**src/rtl/lbrs_pkg.sv**
```systemverilog
// rtl/lbrs_pkg.sv - shared types and widths for the line buffer row scheduler
package lbrs_pkg;

    localparam int IMG_W = 8;

    typedef enum logic [2:0] {S_IDLE, S_REQ, S_CMD, S_WAIT, S_FIN} state_t;
    typedef enum logic [1:0] {RK_FIRST, RK_MID, RK_LAST} row_kind_t;

    function automatic row_kind_t row_kind(input logic [IMG_W-1:0] row,
                                           input logic [IMG_W-1:0] img);
        if (row == '0)
            return RK_FIRST;
        if (row == img)
            return RK_LAST;
        return RK_MID;
    endfunction

endpackage

```
**src/rtl/lbrs_addr_gen.sv**
```systemverilog
// rtl/lbrs_addr_gen.sv - multiplier-free rd_addr generator (channel base + row offset accumulators)
module lbrs_addr_gen
    import lbrs_pkg::*;
#(
    parameter int ADDR_WIDTH = 24
) (
    input  logic                  clk,
    input  logic                  Reset,
    input  logic                  clear,
    input  logic                  next_row,
    input  logic                  next_ch,
    input  logic [ADDR_WIDTH-1:0] base_addr,
    input  logic [IMG_W-1:0]      img_size,
    output logic [ADDR_WIDTH-1:0] rd_addr
);

    logic [ADDR_WIDTH-1:0] row_base;
    logic [ADDR_WIDTH-1:0] ch_base;

    // row_base reaches IMAGE_SIZE^2 at the last row, so it is the channel stride
    always_ff @(posedge clk or posedge Reset) begin
        if (Reset) begin
            row_base <= '0;
            ch_base  <= '0;
        end else if (clear) begin
            row_base <= '0;
            ch_base  <= base_addr;
        end else if (next_ch) begin
            row_base <= '0;
            ch_base  <= ch_base + row_base;
        end else if (next_row) begin
            row_base <= row_base + ADDR_WIDTH'(img_size);
        end
    end

    assign rd_addr = ch_base + row_base;

endmodule

```
**src/rtl/line_buffer_row_scheduler.sv**
```systemverilog
// rtl/line_buffer_row_scheduler.sv - per-row command and DMA request sequencer; optional LBRS_WATCHDOG_EN
module line_buffer_row_scheduler
    import lbrs_pkg::*;
#(
    parameter int ADDR_WIDTH = 24,
    parameter int CH_WIDTH   = 9,
    parameter int WDT_CYCLES = 4096
) (
    input  logic                  clk,
    input  logic                  Reset,
    input  logic                  start,
    input  logic [IMG_W-1:0]      IMAGE_SIZE,
    input  logic [CH_WIDTH-1:0]   CHANNEL_SIZE,
    input  logic [ADDR_WIDTH-1:0] base_addr,
    input  logic                  Done_1row,
    input  logic                  rd_ready,
    output logic                  Stream_first_row,
    output logic                  Stream_mid_row,
    output logic                  Stream_last_row,
    output logic                  last_channel,
    output logic                  rd_valid,
    output logic [ADDR_WIDTH-1:0] rd_addr,
    output logic [IMG_W-1:0]      rd_len,
    output logic                  busy,
    output logic                  done,
    output logic                  cfg_err
);

    state_t              state, state_n;
    logic [IMG_W-1:0]    img_q, row, row_n;
    logic [CH_WIDTH-1:0] nch_q, ch, ch_n;
    logic                accept, clear, next_row, next_ch, cfg_set, cfg_clr, wdt_hit;
    row_kind_t           kind;

`ifdef LBRS_WATCHDOG_EN
    localparam int WDT_W = $clog2(WDT_CYCLES + 1);
    logic [WDT_W-1:0] wdt;

    assign wdt_hit = (state == S_REQ || state == S_WAIT) && wdt == WDT_W'(WDT_CYCLES - 1);

    always_ff @(posedge clk or posedge Reset) begin
        if (Reset)
            wdt <= '0;
        else if (state_n != state)
            wdt <= '0;
        else if (!wdt_hit)
            wdt <= wdt + WDT_W'(1);
    end
`else
    // watchdog compiled out: constant false
    assign wdt_hit = (WDT_CYCLES < 0);
`endif

    always_ff @(posedge clk or posedge Reset) begin
        if (Reset) begin
            state   <= S_IDLE;
            img_q   <= '0;
            nch_q   <= '0;
            row     <= '0;
            ch      <= '0;
            cfg_err <= 1'b0;
        end else begin
            state <= state_n;
            row   <= row_n;
            ch    <= ch_n;
            if (accept) begin
                img_q <= IMAGE_SIZE;
                nch_q <= CHANNEL_SIZE;
            end
            if (cfg_set)
                cfg_err <= 1'b1;
            else if (cfg_clr)
                cfg_err <= 1'b0;
        end
    end

    always_comb begin
        state_n  = state;
        row_n    = row;
        ch_n     = ch;
        accept   = 1'b0;
        clear    = 1'b0;
        next_row = 1'b0;
        next_ch  = 1'b0;
        cfg_set  = 1'b0;
        cfg_clr  = 1'b0;
        case (state)
            S_IDLE: if (start) begin
                if (IMAGE_SIZE >= IMG_W'(2) && CHANNEL_SIZE != '0) begin
                    accept  = 1'b1;
                    clear   = 1'b1;
                    cfg_clr = 1'b1;
                    row_n   = '0;
                    ch_n    = '0;
                    state_n = S_REQ;
                end else begin
                    cfg_set = 1'b1;
                end
            end
            S_REQ:  if (rd_ready) state_n = S_CMD;
            S_CMD:  state_n = S_WAIT;
            S_WAIT: if (Done_1row) begin
                if (row != img_q) begin
                    row_n    = row + IMG_W'(1);
                    next_row = 1'b1;
                    state_n  = (row + IMG_W'(1) != img_q) ? S_REQ : S_CMD;
                end else if (ch == nch_q - CH_WIDTH'(1)) begin
                    state_n = S_FIN;
                end else begin
                    row_n   = '0;
                    ch_n    = ch + CH_WIDTH'(1);
                    next_ch = 1'b1;
                    state_n = S_REQ;
                end
            end
            S_FIN:   state_n = S_IDLE;
            default: state_n = S_IDLE;
        endcase
        if (wdt_hit) begin
            state_n  = S_FIN;
            cfg_set  = 1'b1;
            row_n    = row;
            ch_n     = ch;
            next_row = 1'b0;
            next_ch  = 1'b0;
        end
    end

    lbrs_addr_gen #(.ADDR_WIDTH(ADDR_WIDTH)) u_addr_gen (
        .clk       (clk),
        .Reset     (Reset),
        .clear     (clear),
        .next_row  (next_row),
        .next_ch   (next_ch),
        .base_addr (base_addr),
        .img_size  (IMAGE_SIZE),
        .rd_addr   (rd_addr)
    );

    assign kind             = row_kind(row, img_q);
    assign Stream_first_row = (state == S_CMD) && (kind == RK_FIRST);
    assign Stream_mid_row   = (state == S_CMD) && (kind == RK_MID);
    assign Stream_last_row  = (state == S_CMD) && (kind == RK_LAST);
    assign rd_valid         = (state == S_REQ);
    assign rd_len           = img_q;
    assign busy             = (state != S_IDLE) && (state != S_FIN);
    assign done             = (state == S_FIN);
    assign last_channel     = busy && (ch == nch_q - CH_WIDTH'(1));

endmodule

```
**config.mk**
```make
export PLATFORM = sky130hd
export DESIGN_NAME = line_buffer_row_scheduler
export DESIGN_NICKNAME = d
export VERILOG_FILES = /design/src/rtl/lbrs_pkg.sv /design/src/rtl/lbrs_addr_gen.sv /design/src/rtl/line_buffer_row_scheduler.sv
export SDC_FILE = /design/constraint.sdc
export NUM_CORES = 1
export LEC_CHECK = 0
export BUFFER_PORTS_ARGS = -buffer_cell sky130_fd_sc_hd__buf_4
export CAP_MARGIN = 20
export CORE_MARGIN = 4
export CORE_UTILIZATION = 43
export CTS_BUF_LIST = sky130_fd_sc_hd__clkbuf_16
export DETAILED_ROUTE_END_ITERATION = 8
export PLACE_DENSITY = 0.75
export SLEW_MARGIN = 30
export SYNTH_ARGS = -nofsm -noshare
export SYNTH_HDL_FRONTEND = slang
export SYNTH_SLANG_ARGS = --single-unit
```
**constraint.sdc**
```tcl
create_clock -name clk -period 3 [get_ports clk]
set_input_delay 0.15 -clock clk [delete_from_list [all_inputs] [get_ports clk]]
set_output_delay 0.15 -clock clk [all_outputs]
set_load 0.02 [all_outputs]
```
==> results of run 1 <==
worst max path at each step:
stage	to	slack (ps)	cells after the start
floorplan	rd_addr[21]	300	9
global placement	u_addr_gen.ch_base[20]$_DFFE_PP0P_	120	9
detailed placement	u_addr_gen.ch_base[22]$_DFFE_PP0P_	-30	9
CTS	rd_addr[21]	10	11
global route	rd_addr[20]	-180	12
finish	rd_addr[20]	-50	12
power breakdown:
part | switching [uW] | internal [uW]
Combinational | 2700 | 2150
Sequential | 379 | 1520
Clock | 505 | 810
Total | 3580 | 4490
cells by family (layout without fill, tap and decap cells):
group / Yosys count / after routing
mux: 8 / 8
simple gates: 308 / 308
fa+ha+maj: 37 / 37
buf+inv: 64 / 181
compound gates: 200 / 200
xor+xnor: 54 / 54
flops: 86 / 86
final cells by class:
| class | instances | area (um2) | share of cell area, % |
|---|---|---|---|
| clock buffers | 9 | 225 | 2.83 |
| clock inverters | 7 | 113 | 1.42 |
| inverters | 29 | 110 | 1.38 |
| multi-input cells | 607 | 4080 | 51.3 |
| flip-flops and latches | 86 | 2160 | 27.1 |
| well taps | 180 | 225 | 2.83 |
| repair buffers | 136 | 1040 | 13.1 |
repair_timing:
item,CTS,global route
setup buffers,6,6
gates resized for setup,21,23
hold endpoints to repair,32,0
cloned,0,0
pin swaps,5,11
hold buffers,2,0
endpoints found under the setup margin,10,19
state kept, by name, indices dropped and copies added, names as in the netlist:
register             count
cfg_err                  1
ch                       9
nch_q                    9
rd_len                   8
row                      8
state                    3
u_addr_gen.ch_base      24
u_addr_gen.row_base     24
stage by stage:
| step | utilization, % | TNS, ps | worst slack [ps] | hold slack [ps] | cells |
|---|---|---|---|---|---|
| global route | 56.4 | -535 | -178 | 22.8 | 1054 |
| global placement | 51.7 | 0 | 115 | 240 | 1024 |
| finish | 56.4 | -47.6 | -47.6 | 11.5 | 1054 |
| floorplan | - | 0 | 304 | 255 | 757 |
| CTS | 55.5 | 0 | 13.3 | 3.69 | 1048 |
| detailed placement | 51.7 | -84.2 | -29.5 | 243 | 1024 |
metal layers:
layer | vias to the layer above | part of all wire (%) | GRT usage (%)
li1 | 2948 | - | -
met1 | 2905 | 47 | 29.3
met2 | 212 | 46 | 35.0
met3 | 22 | 5.7 | 3.49
met4 | 0 | 1.4 | 5.50
met5 | - | 0 | 0
worst max-delay path, stage by stage, from the launching register on:
cell and delay, ps:
dfrtp_1 370, ha_2 200, inv_2 40, fa_2 350, nor2b_1 120, o21ai_1 90
a21o_1 230, a211oi_2 250, buf_4 180, o21ai_4 60, and2_4 150, a311o_1 360
buf_6 150
synth_stat cells, types with 2 or more instances:
cell / number / area share [%]
a21o_1: 15 / 1.8
and3_1: 9 / 0.89
mux2_2: 2 / 0.36
o221ai_1: 4 / 0.56
and2_1: 8 / 0.80
a22oi_1: 4 / 0.48
nand4_1: 12 / 1.2
o21a_1: 9 / 1.1
clkbuf_1: 22 / 1.3
nor4_1: 5 / 0.50
or4_1: 9 / 1.1
nor4b_1: 3 / 0.42
o22ai_1: 12 / 1.2
nand3_1: 24 / 1.9
a211oi_1: 8 / 0.95
a31oi_1: 2 / 0.20
nand2b_1: 7 / 0.70
o31ai_1: 10 / 1.2
nor2b_1: 7 / 0.70
or2_2: 3 / 0.30
o211ai_1: 2 / 0.24
buf_2: 9 / 0.72
fa_1: 2 / 0.64
a211o_1: 2 / 0.28
xnor2_1: 31 / 4.3
a21oi_1: 52 / 4.1
o21bai_1: 5 / 0.60
o21ai_0: 38 / 3.0
inv_1: 29 / 1.7
ha_1: 35 / 7.0
buf_1: 2 / 0.12
a22o_1: 9 / 1.3
a41oi_1: 2 / 0.28
nor3_1: 20 / 1.6
nor2_1: 74 / 4.4
o22a_1: 4 / 0.56
nor3b_1: 4 / 0.48
dfrtp_1: 86 / 34
nand2_1: 96 / 5.7
or3_1: 16 / 1.6
xor2_1: 23 / 3.2
mux2i_1: 6 / 0.95
==> results_dict.tcl, run 1 <==
set metrics [dict create \
    peakVddDrop_v 0.00108 \
    htreeDepth 3 \
    synth_fa_ha_area_share_pct 7.60 \
    portBuffers 85 \
    hold_path.class "in -> reg" \
    fin_ws_ps -47.6 \
    p_leak_uw 0.00366 \
    startpoint "u_addr_gen.ch_base[0]$_DFFE_PP0P_" \
    grt_pass1_wl_um 28800 \
    wl_per_cell_um 16.6 \
    hp-start "CHANNEL_SIZE[2]" \
    synth.yosys.warnings 0 \
    period_share_pct 102 \
    violations "negative setup slack" \
    mostFrequentLayoutCell "buf_4" \
    synth-seq-cells 86 \
    drv_slew 0 \
    finalClockSkew_ps 7.08 \
    synthXorXnorAreaFrac_pct 7.52 \
    die_area_mm2 0.0166 \
    synth_top_family_by_area "simple AND/OR/NAND/NOR gates" \
    fmax_ghz 0.328 \
    synthArstFlopShare_pct 100 \
    whs_endpoint "nch_q[2]$_DFFE_PP0P_" \
    grt.overflow.total 0 \
    synth.distinct_cells 77 \
    r2r-end "u_addr_gen.row_base[16]$_DFFE_PP0P_" \
    most-common-layout-cells "buf_4, nand2_1, dfrtp_1" \
    syn-num-nets 840 \
    dpl-instance-area_mm2 0.00729 \
    start_util_pct 44.6 \
    crit_path_end_kind "primary output" \
    fin_crit_ps 3050 \
    synthMuxAreaShare_pct 1.31 \
    cts_root_buffer "clkbuf_16" \
    cts_tree "done" \
    track_usage_pct 21.3 \
    power_density_mw_per_mm2 1010 \
    whs_path_depth 3 \
    num_vias 6087 \
    required_ps 2850 \
    ys_seq_area_share_pct 34.2 \
    dpl.hpwl_um 12600 \
    status "finished, violations left" \
    critical_path_class "reg -> out" \
    cp-start-kind "register" \
    finalHoldViolCount 0 \
    final_area_mm2 0.00796 \
    reg2reg_slack_ps 160 \
    path_max_fanout 3 \
    setup_violations 1 \
    drive_gt1_share_pct 22.7 \
    syn_avg_cell_area_um2 8.31 \
    synth-simple-area-share_pct 23.8 \
    ff2ff_path_depth 12 \
    netlist_area_mm2 0.00629 \
    boundaryPins 86 \
    clkLatencyLatePin_ps 350 \
    antenna_found_initial 0 \
    gp_congestion 0.903 \
    slew_headroom_pct 57.3 \
    numCtsBuffers 9 \
    core_mm2 0.0141 \
    drt_pass1_iterations 5 \
    fp-row-count 43 \
    diodes 0 \
    nets 952 \
    synth_cells 757 \
    die_h_um 129 \
    rsz0062_at_grt "yes" \
    clock-sinks 86 \
    fp.dieW_um 129 \
    viasPerCell 5.78 \
    tightest_slew_ps 639 \
    cts_max_path_buffers 2 \
    synthFlopType "dfrtp_1" \
    finalPower_uw 8070 \
    r2r-start "nch_q[0]$_DFFE_PP0P_" \
    drc 0 \
    synth_compound_area_share_pct 21.4 \
    fillCellCount 1292 \
    path_clk_slew_ps 70 \
    grt_max_degree 34 \
    syn_to_final_growth_pct 26.4 \
    maxCapViolCount 0 \
    ant_nets 0 \
    synth-edff-count 0 \
    wl_um 17500 \
    initialDrtViolationCount 369 \
    grt_pass1_vias 5897 \
    crit_arrival_ps 2900 \
]
(Power assumes the default switching activity.)
==> inputs of run 2 (changes only) <==
--- a/config.mk
+++ b/config.mk
@@ -5,13 +5,14 @@
 export SDC_FILE = /design/constraint.sdc
 export NUM_CORES = 1
 export LEC_CHECK = 0
+export ABC_AREA = 1
 export BUFFER_PORTS_ARGS = -buffer_cell sky130_fd_sc_hd__buf_4
 export CAP_MARGIN = 20
 export CORE_MARGIN = 4
-export CORE_UTILIZATION = 43
+export CORE_UTILIZATION = 45
 export CTS_BUF_LIST = sky130_fd_sc_hd__clkbuf_16
 export DETAILED_ROUTE_END_ITERATION = 8
-export PLACE_DENSITY = 0.75
+export PLACE_DENSITY = 0.76
 export SLEW_MARGIN = 30
 export SYNTH_ARGS = -nofsm -noshare
 export SYNTH_HDL_FRONTEND = slang
==> run 2 against run 1 <==
The run now ends clean. Die area increased by 5.0%. Worst setup slack improved by 330 ps. Cell area rose by 2.2%. Critical endpoint is now rd_addr[18]. Combinational power decreased by 21%. Via count up 16%. Utilization down 2.8 points. Wire length up 11%. Global-route usage increased by 0.92 points. Critical path type unchanged. Clock power shrank 8%. Total power decreased by 14%. Flip-flop and latch count is the same. Worst hold slack improved by 5.4 ps.
==> results_dict.tcl, run 2 <==
set metrics [dict create \
    synth-seq-cells 86 \
    syn-num-nets 1139 \
    tightest_slew_ps 558 \
    crit_path_end_kind "primary output" \
    synth.yosys.warnings 0 \
    cts_setup_buffers 0 \
    whs_endpoint "nch_q[5]$_DFFE_PP0P_" \
    die_h_um 132 \
    r2r-end "u_addr_gen.ch_base[1]$_DFFE_PP0P_" \
    fp-row-count 45 \
    peakVddDrop_v 0.000395 \
    slew_headroom_pct 62.7 \
    synthTopCellsByArea "dfrtp_1, nand2_1, nand3_1" \
    grt.overflow.total 0 \
    numCtsBuffers 9 \
    track_usage_pct 22.2 \
    grt_pass1_wl_um 32300 \
    drc 0 \
    top_layer "met4" \
    synth_top_area_share_pct 31.0 \
    htreeDepth 3 \
    fillCellCount 1491 \
    antenna_found_initial 0 \
    drv_slew 0 \
    routedLengthMet1_um 8500 \
    drt_pass1_iterations 5 \
    cts_max_path_buffers 2 \
    die_area_mm2 0.0175 \
    reg_top3 "u_addr_gen.ch_base (24), u_addr_gen.row_base (24)" \
    status "finished, final reports clean" \
    maxCapViolCount 0 \
    grt_max_degree 87 \
    hp-start "CHANNEL_SIZE[5]" \
    reg2reg_slack_ps 380 \
    yosys-top-cells-count "nand2_1, inv_1, nand3_1" \
    crit_arrival_ps 2570 \
    viasPerCell 5.29 \
    ff2ff_path_depth 15 \
    syn_avg_cell_area_um2 6.57 \
    finalClockSkew_ps 8.05 \
    fin_crit_ps 2720 \
    critical_path_class "reg -> out" \
    num_vias 7046 \
    finalHoldViolCount 0 \
    ys_seq_area_share_pct 31.0 \
    startpoint "u_addr_gen.row_base[0]$_DFFE_PP0P_" \
    path_max_fanout 4 \
    period_share_pct 90.5 \
    path_clk_slew_ps 70 \
    wl_met3_um 1200 \
    syn_to_final_growth_pct 17.2 \
    initialDrtViolationCount 675 \
    required_ps 2850 \
    fp.dieW_um 132 \
    cts_root_buffer "clkbuf_16" \
    diodes 0 \
    hold_path.class "in -> reg" \
    r2r-start "nch_q[0]$_DFFE_PP0P_" \
    rsz0062_at_grt "no" \
    nets 1221 \
    synth.distinct_cells 37 \
    synth-edff-count 0 \
    most-common-layout-cells "nand2_1, inv_1, buf_4" \
    fmax_ghz 0.368 \
    boundaryPins 86 \
    wl_per_cell_um 14.6 \
    synth_cells 1056 \
    drive_gt1_share_pct 11.5 \
    power_density_mw_per_mm2 850 \
    setup_violations 0 \
    grt_pass1_vias 6667 \
    clkLatencyLatePin_ps 350 \
    synth_area_leader_cell "dfrtp_1" \
    ant_nets 0 \
    cp-start-kind "register" \
    gp_congestion 0.942 \
    netlist_area_mm2 0.00694 \
    core_mm2 0.0151 \
    clock-sinks 86 \
    portBuffers 85 \
    dpl.hpwl_um 14500 \
    synth.most_common_cell "nand2_1" \
    synthFlopType "dfrtp_1" \
    whs_path_depth 3 \
    met2WireLength_um 9120 \
    start_util_pct 45.8 \
    wl_um 19400 \
    mostFrequentLayoutCell "nand2_1" \
    synthArstFlopShare_pct 100 \
    p_leak_uw 0.00452 \
    setup-tns-final_ps 0 \
    fin_util_pct 53.7 \
    cts_tree "done" \
]
-- run 2: changes by cell type after synthesis, moves of 11 or more --
cell     change
xor2_1      +16
o22ai_1     -12
inv_1       +79
or3_1       -16
nand2_1    +294
a21oi_1     -21
nor2_1      +11
nand3_1     +69
a21o_1      -13
nand4_1     +20
-- run 2: stage by stage --
step           hold WS [ps]  setup slack, ps  total power (uW)  cells  cell area (um2)
2_1_floorplan           260              628              4460   1056             6940
3_3_place_gp            301              433              5610   1314             7800
3_5_place_dp            303              393              5680   1314             7800
4_1_cts                14.7             7.95              6920   1331             8130
5_1_grt                25.5              103              7420   1331             8130
6_report               17.0              284              6910   1331             8130
-- run 2: critical path, stage by stage, from the launching register on --
cell and delay [ps]:
dfrtp_1 370, ha_1 180, inv_1 60, fa_1 420, o21ai_2 280, nand2_1 80, nand2_1 130, nand3_1 80
nand2_1 110, nand2_1 90, nand2_1 60, nand2_1 60, and2_1 140, buf_4 150
-- run 2: report_power, final --
part	switching [uW]	leakage, uW	internal [uW]
Combinational	2420	0.00322	1420
Sequential	343	0.00114	1510
Clock	493	0.000157	725
Total	3250	0.00452	3660
-- run 2: cell families after synthesis --
kind of cell | after synthesis | share of synthesized area (%)
XOR/XNOR | 63 | 7.95
AND/OR/NAND/NOR | 647 | 39.8
AO/OA/AOI/OAI | 87 | 6.53
buffers and inverters | 136 | 7.77
adder cells (fa/ha/maj) | 37 | 6.89
flip-flops | 86 | 31.0
-- run 2: cell type report --
cell class / instances / area, um2 / share of cell area, %
Clock inverter: 7 / 90.1 / 1.11
Timing Repair Buffer: 98 / 763 / 9.39
Tap cell: 188 / 235 / 2.89
Multi-Input combinational cell: 834 / 4250 / 52.3
Sequential cell: 86 / 2150 / 26.5
Inverter: 109 / 410 / 5.05
Clock buffer: 9 / 225 / 2.77
-- run 2: worst max path at each step --
stage                                                    to  slack, ps  cells past startpoint
after floorplan                         cfg_err$_DFFE_PP0P_        630                      1
after global placement    u_addr_gen.ch_base[1]$_DFFE_PP0P_        430                     15
after detailed placement  u_addr_gen.ch_base[1]$_DFFE_PP0P_        390                     15
after CTS                                       rd_addr[18]          8                     13
after global routing                            rd_addr[19]        100                     12
final                                           rd_addr[18]        280                     13
-- run 2: timing repair --
item	in CTS	in global routing
setup endpoints to repair	0	7
endpoints found under the hold margin	86	0
hold buffers	1	0
resized for setup	0	2
-- run 2: layer usage --
| layer | up-vias | track usage, % |
|---|---|---|
| li1 | 3548 | - |
| met1 | 3222 | 29.4 |
| met2 | 238 | 36.7 |
| met3 | 38 | 3.24 |
| met4 | 0 | 8.81 |
| met5 | - | 0 |
==> inputs of run 3 (changes only) <==
--- a/config.mk
+++ b/config.mk
@@ -8,10 +8,12 @@
 export ABC_AREA = 1
 export BUFFER_PORTS_ARGS = -buffer_cell sky130_fd_sc_hd__buf_4
 export CAP_MARGIN = 20
+export CORE_ASPECT_RATIO = 0.6
 export CORE_MARGIN = 4
 export CORE_UTILIZATION = 45
 export CTS_BUF_LIST = sky130_fd_sc_hd__clkbuf_16
 export DETAILED_ROUTE_END_ITERATION = 8
+export HOLD_SLACK_MARGIN = 0.12
 export PLACE_DENSITY = 0.76
 export SLEW_MARGIN = 30
 export SYNTH_ARGS = -nofsm -noshare
==> constraint.sdc (replaced) <==
create_clock -name clk -period 3 [get_ports clk]
set_input_delay 0.15 -clock clk [delete_from_list [all_inputs] [get_ports clk]]
set_output_delay 0.15 -clock clk [all_outputs]
set_load 0.005 [all_outputs]
==> run 3 against run 2 <==
Global-route usage up 1.4 points. Cell area is 4.7% higher. Worst setup slack got worse by 100 ps. Highest routed layer unchanged. Critical path type unchanged. Non-clock buffer count up 37. Utilization rose by 3.8 points. Sequential share of layout area shrank 1.2 points. Wire length grew 6.4%.
==> results_dict.tcl, run 3 (synthesized netlist as in run 2, its figures left out) <==
set metrics [dict create \
    power_density_mw_per_mm2 788 \
    crit_arrival_ps 2670 \
    dpl-instance-area_mm2 0.00780 \
    track_usage_pct 23.6 \
    intPower_uw 3680 \
    fp-row-count 34 \
    portBuffers 85 \
    path_clk_slew_ps 70 \
    slew_headroom_pct 49.9 \
    clkLatencyLatePin_ps 350 \
    path_max_fanout 6 \
    drv_slew 0 \
    grt_pass1_vias 6507 \
    peakVddDrop_v 0.000463 \
    p_seq_share_pct 28.2 \
    p_leak_uw 0.00466 \
    tightest_slew_ps 751 \
    fin_crit_ps 2820 \
    die_h_um 104 \
    cp-start-kind "register" \
    setup_violations 0 \
    fp.dieW_um 168 \
    finalHoldViolCount 0 \
    wl_per_cell_um 15.0 \
    boundaryPins 86 \
    numCtsBuffers 9 \
    critical_path_class "reg -> out" \
    finalPower_uw 6710 \
    num_vias 7158 \
    combPwrFrac_pct 53.3 \
    antenna_found_initial 0 \
    finalNonFillerCells 1377 \
    period_share_pct 94.0 \
    switching_share_pct 45.1 \
    p_sw_uw 3030 \
    htreeDepth 3 \
    start_util_pct 46.9 \
    hold_slack_ps 130 \
    syn_to_final_growth_pct 22.7 \
    final_area_mm2 0.00851 \
    gp_congestion 0.989 \
    reg_top3 "u_addr_gen.ch_base (24), u_addr_gen.row_base (24)" \
    clkPwrFrac_pct 18.5 \
    maxCapViolCount 0 \
    drc 0 \
    initialDrtViolationCount 713 \
    grt.overflow.total 0 \
    reg2reg_slack_ps 430 \
    rsz0062_at_grt "no" \
    r2r-start "nch_q[0]$_DFFE_PP0P_" \
    mostFrequentLayoutCell "nand2_1" \
    drt_pass1_iterations 5 \
    clock-sinks 86 \
    cts_tree "done" \
    whs_endpoint "rd_len[7]$_DFFE_PP0P_" \
    nets 1258 \
    hp-start "IMAGE_SIZE[7]" \
    status "finished, final reports clean" \
    cts_setup_buffers 0 \
    wl_um 20600 \
    diodes 0 \
    hold_path.class "in -> reg" \
    grt_pass1_wl_um 33800 \
    viasPerCell 5.20 \
    dpl.cell_count 1323 \
    cts_root_buffer "clkbuf_16" \
    grt_max_degree 87 \
    most-common-layout-cells "nand2_1, inv_1, buf_4" \
    whs_path_depth 3 \
    required_ps 2850 \
    crit_path_end_kind "primary output" \
    die_area_mm2 0.0175 \
    fmax_ghz 0.354 \
    r2r-end "ch[6]$_DFFE_PP0P_" \
    dpl.hpwl_um 15600 \
    ff2ff_path_depth 15 \
    ant_nets 0 \
    core_mm2 0.0148 \
    finalClockSkew_ps 11.8 \
    cts_max_path_buffers 2 \
    startpoint "u_addr_gen.row_base[14]$_DFFE_PP0P_" \
    setup-tns-final_ps 0 \
    drive_gt1_share_pct 10.9 \
]
run 3: cell count changes in the layout (fill, tap and decap cells not counted):
cell	delta
dlygate4sd3_1	+38
clkinv_2	-2
inv_6	+2
buf_4	-1
inv_1	-1
o21ai_1	+1
o21ai_2	-1
run 3: critical path, cell delays in order, from the launching register on:
cell and delay [ps]:
dfrtp_1 500, ha_1 410, nand2_1 130, nor4_1 560, o21ai_0 240, nand3_1 120, nand2_1 80, and2_1 150
buf_4 130
run 3: worst max-delay path by stage:
stage                     endpoint  depth (start not counted)  slack, ps
6_report               rd_addr[22]                          8        180
5_1_grt                rd_addr[18]                         13         20
4_1_cts                rd_addr[18]                         13        130
3_5_place_dp     ch[6]$_DFFE_PP0P_                         15        490
3_3_place_gp           rd_addr[18]                         13        600
2_1_floorplan  cfg_err$_DFFE_PP0P_                          1        630
run 3: metal layers:
metal / wire length (um) / global-route usage (%)
met5: 0 / 0
met4: 247 / 5.04
met3: 2080 / 5.85
met2: 8000 / 31.8
met1: 10300 / 37.5
run 3: metrics by stage:
step | worst slack [ps] | util (%)
2_1_floorplan | 628 | -
3_3_place_gp | 604 | 52.7
3_5_place_dp | 490 | 52.7
4_1_cts | 135 | 57.5
5_1_grt | 15.7 | 57.5
6_report | 179 | 57.5
run 3: timing repair:
item | 4_1_cts | 5_1_grt
endpoints found under the hold margin | 124 | 0
resized for setup | 0 | 1
hold buffers | 39 | 0
setup endpoints to repair | 0 | 5
run 3: final cells by class:
cell class	count	area, um2
clock buffer	9	225
clock inverter	6	93.8
fill	1423	6290
inverter	109	410
multi-input combinational	834	4250
sequential	86	2150
tap	198	248
timing repair buffer	135	1140
run 3: power by group through the flow:
stage          sequential, uW  combinational, uW  clock, uW
2_1_floorplan            1770               2360          0
3_3_place_gp             1890               3440          0
3_5_place_dp             1890               3490          0
4_1_cts                  1880               3550       1260
5_1_grt                  1930               4050       1300
6_report                 1890               3580       1240
